File: src/rtl/dmem_arbiter.sv
`default_nettype none
// ============================================================================
// Module      : dmem_arbiter
// Description : Shares one single-port data memory between the CPU
//               load/store path and a DMA/loader requester. Each side uses a
//               req/ack handshake. Arbitration is round-robin. The DMA side
//               may lock the memory for a burst of up to MAX_BURST
//               back-to-back grants while the CPU is waiting.
//               Each access takes IDLE -> ACCESS -> RESP, so the arbiter
//               completes at most one access every three cycles.
// Revision    : 1.0 - initial release
// ----------------------------------------------------------------------------
// Ports
//   clk                         clock, all state updates on the rising edge
//   rst_n                       synchronous reset, active low
//   cpu_req/we/addr/wdata       CPU request. req is held until cpu_ack.
//   cpu_ack                     one-cycle completion pulse
//   cpu_rdata                   read data, valid with cpu_ack and held after
//   cpu_stall                   cpu_req & ~cpu_ack
//   dma_req/we/addr/wdata       DMA request. req is held until dma_ack.
//   dma_lock                    request burst ownership, sampled at arbitration
//   dma_ack                     one-cycle completion pulse
//   dma_rdata                   read data, valid with dma_ack and held after
//   mem_en/we/addr/wdata        memory strobe and command, all zero outside
//                               ACCESS
//   mem_rdata                   memory read data, valid one cycle after a read
//                               strobe
//   busy                        arbiter is not idle
// ============================================================================
module dmem_arbiter #(
    parameter int AW        = 32,
    parameter int DW        = 32,
    parameter int MAX_BURST = 4
) (
    input  logic          clk,
    input  logic          rst_n,
    // CPU port
    input  logic          cpu_req,
    input  logic          cpu_we,
    input  logic [AW-1:0] cpu_addr,
    input  logic [DW-1:0] cpu_wdata,
    output logic          cpu_ack,
    output logic [DW-1:0] cpu_rdata,
    output logic          cpu_stall,
    // DMA port
    input  logic          dma_req,
    input  logic          dma_we,
    input  logic [AW-1:0] dma_addr,
    input  logic [DW-1:0] dma_wdata,
    input  logic          dma_lock,
    output logic          dma_ack,
    output logic [DW-1:0] dma_rdata,
    // Memory port
    output logic          mem_en,
    output logic          mem_we,
    output logic [AW-1:0] mem_addr,
    output logic [DW-1:0] mem_wdata,
    input  logic [DW-1:0] mem_rdata,
    // Status
    output logic          busy
);

    // ------------------------------------------------------------------------
    // Constants and types
    // ------------------------------------------------------------------------
    localparam int            c_CW      = $clog2(MAX_BURST + 1);
    localparam logic [c_CW-1:0] c_MAX   = c_CW'(MAX_BURST);
    localparam logic [c_CW-1:0] c_ONE   = c_CW'(1);
    localparam logic          c_OWN_CPU = 1'b0;
    localparam logic          c_OWN_DMA = 1'b1;

    typedef enum logic [1:0] {
        S_IDLE   = 2'd0,
        S_ACCESS = 2'd1,
        S_RESP   = 2'd2
    } state_t;

    // ------------------------------------------------------------------------
    // State
    // ------------------------------------------------------------------------
    state_t          r_state;
    state_t          w_state_nxt;
    // r_owner is the owner of the most recent grant. While an access is in
    // flight it selects which ack/rdata to drive. Between accesses it is the
    // round-robin "last owner". Reset value DMA lets the CPU win the first tie.
    logic            r_owner;
    logic            r_we;
    logic [AW-1:0]   r_addr;
    logic [DW-1:0]   r_wdata;
    logic [c_CW-1:0] r_burst_cnt;
    logic [DW-1:0]   r_cpu_rdata;
    logic [DW-1:0]   r_dma_rdata;

    logic            w_take;
    logic            w_winner;
    logic            w_access;
    logic            w_resp;

    // ------------------------------------------------------------------------
    // Arbitration
    // ------------------------------------------------------------------------
    always_comb begin
        w_winner = c_OWN_CPU;
        if (cpu_req && dma_req) begin
            // A locked DMA burst keeps ownership until the cap is reached.
            // Otherwise ownership alternates.
            if ((r_owner == c_OWN_DMA) && dma_lock && (r_burst_cnt < c_MAX)) begin
                w_winner = c_OWN_DMA;
            end else begin
                w_winner = ~r_owner;
            end
        end else if (dma_req) begin
            w_winner = c_OWN_DMA;
        end
    end

    // A grant happens only in IDLE. Requests are never looked at in ACCESS or
    // RESP.
    assign w_take = (r_state == S_IDLE) && (cpu_req || dma_req);

    // ------------------------------------------------------------------------
    // FSM next state
    // ------------------------------------------------------------------------
    always_comb begin
        w_state_nxt = r_state;
        case (r_state)
            S_IDLE:   if (cpu_req || dma_req) w_state_nxt = S_ACCESS;
            S_ACCESS: w_state_nxt = S_RESP;
            S_RESP:   w_state_nxt = S_IDLE;
            default:  w_state_nxt = S_IDLE;
        endcase
    end

    // ------------------------------------------------------------------------
    // Sequential state
    // ------------------------------------------------------------------------
    always_ff @(posedge clk) begin
        if (!rst_n) begin
            r_state     <= S_IDLE;
            r_owner     <= c_OWN_DMA;
            r_we        <= 1'b0;
            r_addr      <= '0;
            r_wdata     <= '0;
            r_burst_cnt <= '0;
            r_cpu_rdata <= '0;
            r_dma_rdata <= '0;
        end else begin
            r_state <= w_state_nxt;

            if (w_take) begin
                r_owner <= w_winner;
                if (w_winner == c_OWN_DMA) begin
                    r_we    <= dma_we;
                    r_addr  <= dma_addr;
                    r_wdata <= dma_wdata;
                    // An unlocked DMA grant starts a fresh count of one, so a
                    // lock raised later still sees that one grant was used.
                    if (!dma_lock) begin
                        r_burst_cnt <= c_ONE;
                    end else if (r_burst_cnt != c_MAX) begin
                        r_burst_cnt <= r_burst_cnt + c_ONE;
                    end
                end else begin
                    r_we        <= cpu_we;
                    r_addr      <= cpu_addr;
                    r_wdata     <= cpu_wdata;
                    r_burst_cnt <= '0;
                end
            end

            // Capture read data at the end of RESP so it stays on the port
            // after the ack pulse.
            if ((r_state == S_RESP) && !r_we) begin
                if (r_owner == c_OWN_CPU) begin
                    r_cpu_rdata <= mem_rdata;
                end else begin
                    r_dma_rdata <= mem_rdata;
                end
            end
        end
    end

    // ------------------------------------------------------------------------
    // Outputs
    // ------------------------------------------------------------------------
    // Gate the strobe and the acks with rst_n. A reset that lands in ACCESS
    // then commits no write, and a reset that lands in ACCESS or RESP
    // produces no ack.
    assign w_access  = (r_state == S_ACCESS) && rst_n;
    assign w_resp    = (r_state == S_RESP) && rst_n;

    assign mem_en    = w_access;
    assign mem_we    = w_access && r_we;
    assign mem_addr  = w_access ? r_addr  : '0;
    assign mem_wdata = w_access ? r_wdata : '0;

    assign cpu_ack   = w_resp && (r_owner == c_OWN_CPU);
    assign dma_ack   = w_resp && (r_owner == c_OWN_DMA);

    // Memory data arrives in RESP. It is bypassed to the owner's port so that
    // it appears together with the ack. The register holds it from then on.
    assign cpu_rdata = (cpu_ack && !r_we) ? mem_rdata : r_cpu_rdata;
    assign dma_rdata = (dma_ack && !r_we) ? mem_rdata : r_dma_rdata;

    assign cpu_stall = cpu_req && !cpu_ack;
    assign busy      = (r_state != S_IDLE);

endmodule
`default_nettype wire

File: config.mk
export PLATFORM = sky130hd
export DESIGN_NAME = dmem_arbiter
export DESIGN_NICKNAME = d
export VERILOG_FILES = /design/src/rtl/dmem_arbiter.sv
export SDC_FILE = /design/constraint.sdc
export NUM_CORES = 1
export LEC_CHECK = 0
export CAP_MARGIN = 20
export CORE_ASPECT_RATIO = 1.5
export CORE_UTILIZATION = 37
export DETAILED_ROUTE_END_ITERATION = 6
export MAX_ROUTING_LAYER = met4
export PLACE_DENSITY = 0.87
export SLEW_MARGIN = 20
export SYNTH_ARGS = -nofsm -noshare
export SYNTH_HDL_FRONTEND = slang
export SYNTH_SLANG_ARGS = --single-unit
File: constraint.sdc
create_clock -name clk -period 1.8 [get_ports clk]
set_input_delay 0.36 -clock clk [delete_from_list [all_inputs] [get_ports clk]]
set_output_delay 0.36 -clock clk [all_outputs]
set_load 0.01 [all_outputs]
==> flow_metrics.py <==
metrics = {
    "pwr": {
        "ir_drop_uv": 485.3,
        "power_density_nw_per_um2": 724.5,
        "switching_power_w": 0.002452,
        "p_sw_share_pct": 28.91,
        "power_leakage_nw": 5.105,
        "comb_power_share_pct": 21.3,
        "p_seq_share_pct": 39.1,
        "internal_power_w": 0.006031,
        "clkPwrFrac_pct": 39.7,
    },
    "floorplanning": {
        "pin_count": 301,
        "die_height_um": 160.9,
        "core_area_um2": 16330,
        "initial_core_util_pct": 38.13,
        "row_count": 57,
        "die_w_um": 107.9,
        "die_area_um2": 17360,
    },
    "timing": {
        "skew_ns": 0.01313,
        "post-route-min-period_ns": 2.376,
        "hold_violations": 0,
        "max_slew.worst_pin.slew_ns": 0.4839,
        "setup_ws_ns": -0.5763,
        "setup_viol": 130,
        "min_period_over_period_pct": 132.0,
        "slew_headroom_pct": 67.74,
        "fmax_ghz": 0.4208,
        "rsz0062_at_grt": "true",
        "slew_viol_final": 0,
    },
    "place": {
        "place_congestion": 0.8316,
        "place_inst": 1211,
        "place_area_um2": 9901,
        "dp_hpwl_mm": 14.81,
        "io_buffer_count": 300,
    },
    "yosys": {
        "syn-mean-instance-area_um2": 8.986,
        "netlist_area_um2": 6227,
        "synth_top_cell_area_share_pct": 43.40,
        "async_flop_share_pct": 0,
        "synth_seq_area_share_pct": 43.40,
        "ys_warn_count": 0,
        "synth_commonest_cells": "nand2_1 (137), dfxtp_1 (135), and2_1 (67)",
        "synth.distinct_cells": 34,
        "synth_ff_type": "dfxtp_1",
        "syn-num-nets": 862,
        "syn_inst": 693,
        "synth_seq_cells": 135,
        "yosysMostFrequentCell": "nand2_1",
        "synth_edf_count": 0,
        "yosysTopAreaCell": "dfxtp_1",
        "netlist_top_cells_area": "dfxtp_1 (43%), a22o_1 (9.0%), nand2_1 (8.3%), and2_1 (6.7%), a31oi_1 (6.6%)",
    },
    "clocking": {
        "clockBufferDepth": 2,
        "cts.sinks": 135,
        "root_buffer": "clkbuf_16",
        "cts_buffers": 17,
        "clkSlewWorstSetupHoldPaths_ns": 0.07,
        "cts_tree": "done",
        "insertion_delay_ns": 0.42,
        "hold_buffers": 0,
        "htreeDepth": 4,
    },
    "finish": {
        "final_cell_count_no_fill": 1290,
        "nets": 1240,
        "fin_area_um2": 11710,
        "fillers": 1088,
        "layout-drive-gt1-share_pct": 39.76,
        "area_growth_pct": 88.02,
        "fin_util_pct": 71.69,
        "diodes": 0,
    },
    "detailed_routing": {
        "met2_length_mm": 13.99,
        "routed_wl_mm": 26.50,
        "dr.max_layer_used": "met4",
        "route.met3.wl_mm": 1.697,
        "vias": 7069,
        "drc": 0,
        "wl_met1_mm": 9.653,
        "drt-vias-per-instance": 5.480,
        "ant_nets": 0,
        "wl_per_cell_um": 20.54,
        "drt_iter0_markers": 542,
        "firstDrtPassIters": 5,
    },
    "worst_hold_path": {
        "min-delay-path-class": "in2reg",
        "whs_path_depth": 4,
    },
    "grt": {
        "grt_pass1_wl_mm": 39.44,
        "grt_usage_pct": 30.24,
        "grt_max_degree": 72,
        "first_global_vias": 7232,
        "grt_overflow_total": 0,
        "grt_antenna_before_repair": 0,
    },
    "critical_path": {
        "start_kind": "flip-flop",
        "crit_path_max_incr_delay_ns": 0.32,
        "cp_max_fo": 5,
        "critPathRequiredTime_ns": 1.44,
        "path_class": "reg2out",
        "crit_path_frequent_cell": "buf_6",
        "slowest_stage": "dfxtp_2",
        "r2r_cells": 7,
        "cp_cell_sequence": "nand2b_4 > or2_4 > nor2_8 > buf_6 > buf_16 > mux2_4 > buf_6",
        "crit_arrival_ns": 2.02,
        "end_kind": "output port",
    },
    "run_status": {
        "violations": "setup timing",
        "status": "finished, violations left",
    },
    "flow_run": {
        "maxCapViolCount": 0,
    },
}
==> path summary, 6_finish.rpt <==
check,from,to,slack [ns]
worst max register to register,r_state[0],r_wdata[20],0.03
worst min-delay path,rst_n,r_state[1],0.36
worst max-delay path,r_state[0],cpu_rdata[28],-0.58
worst min register to register,r_dma_rdata[2],r_dma_rdata[2],0.48
==> sequential cells by signal (all words and copies together) (netlist names) <==
name and count:
r_dma_rdata 32, r_owner 1, r_addr 32, r_cpu_rdata 32, r_state 2, r_we 1, r_wdata 32, r_burst_cnt 3
==> per-layer routing <==
layer | up-vias | GRT usage (%)
met4 | 0 | 15.69
met2 | 378 | 52.48
met5 | - | -
met1 | 3389 | 31.74
met3 | 90 | 6.331
li1 | 3212 | -
==> area by class of cell <==
cell class | instances | area, um2 | area share [%]
clock inverter | 15 | 130.1 | 1.111
multi-input combinational | 495 | 3655 | 31.21
inverter | 2 | 7.507 | 0.06412
sequential | 135 | 2705 | 23.10
clock buffer | 17 | 425.4 | 3.633
tap | 206 | 257.7 | 2.201
timing repair buffer | 420 | 4528 | 38.67
==> layout by cell type, fill, tap and decap left out, types with 2 or more instances in the layout <==
master and n:
a31oi_1 66, dfxtp_2 2, nand2_1 136, or2_4 2, ha_1 2, nor2_8 2, nor2_1 4, clkbuf_16 20
inv_6 6, clkdlybuf4s50_1 165, buf_12 19, buf_8 7, nor2b_1 2, and2_4 63, dfxtp_1 133, clkinv_4 4
inv_8 2, nand2b_4 2, buf_2 6, buf_6 153, nor2_4 3, inv_1 2, and2_1 4, clkinvlp_4 2
o21ai_0 66, buf_16 3, mux2_4 64, buf_4 64, a22o_1 64
==> what timing repair did <==
item | CTS | global route
resized for setup | 760 | 113
gates cloned | 12 | 3
pin swaps | 6 | 64
setup buffers | 41 | 12
setup endpoints to repair | 134 | 164
==> cells by family after synthesis <==
kind of cell             synth area share, %
adder cells (fa/ha/maj)               0.4018
flip-flops                             43.40
buffers and inverters                  5.204
AND/OR/NAND/NOR                        17.44
AO/OA/AOI/OAI                          21.82
multiplexers                           11.73
==> per-stage QoR <==
stage          setup slack (ns)  power, W  setup TNS, ns  hold slack (ns)
2_1_floorplan           0.01079  0.003965              0           0.4219
3_3_place_gp            -0.4479  0.004806         -50.10           0.4501
3_5_place_dp            -0.4903  0.004842         -52.84           0.4533
4_1_cts                 -0.6834  0.008380         -65.35           0.3397
5_1_grt                 -0.6460  0.008820         -61.87           0.3609
6_report                -0.5763  0.008483         -53.54           0.3630
==> worst max-delay path: cells and delay by family (launching register included) <==
family	cells	cell delay (ns)
simple gates	3	0.57
mux	1	0.30
buf+inv	3	0.41
flops	1	0.32
==> power by group through the flow <==
stage                     clock network (W)  logic (W)  registers, W
final                               0.00336    0.00180       0.00332
after global routing                0.00356    0.00193       0.00334
after CTS                           0.00338    0.00171       0.00330
after detailed placement                  0    0.00149       0.00335
after global placement                    0    0.00146       0.00334
after floorplan                           0   0.000642       0.00332
Power figures use the tool's default switching activity.
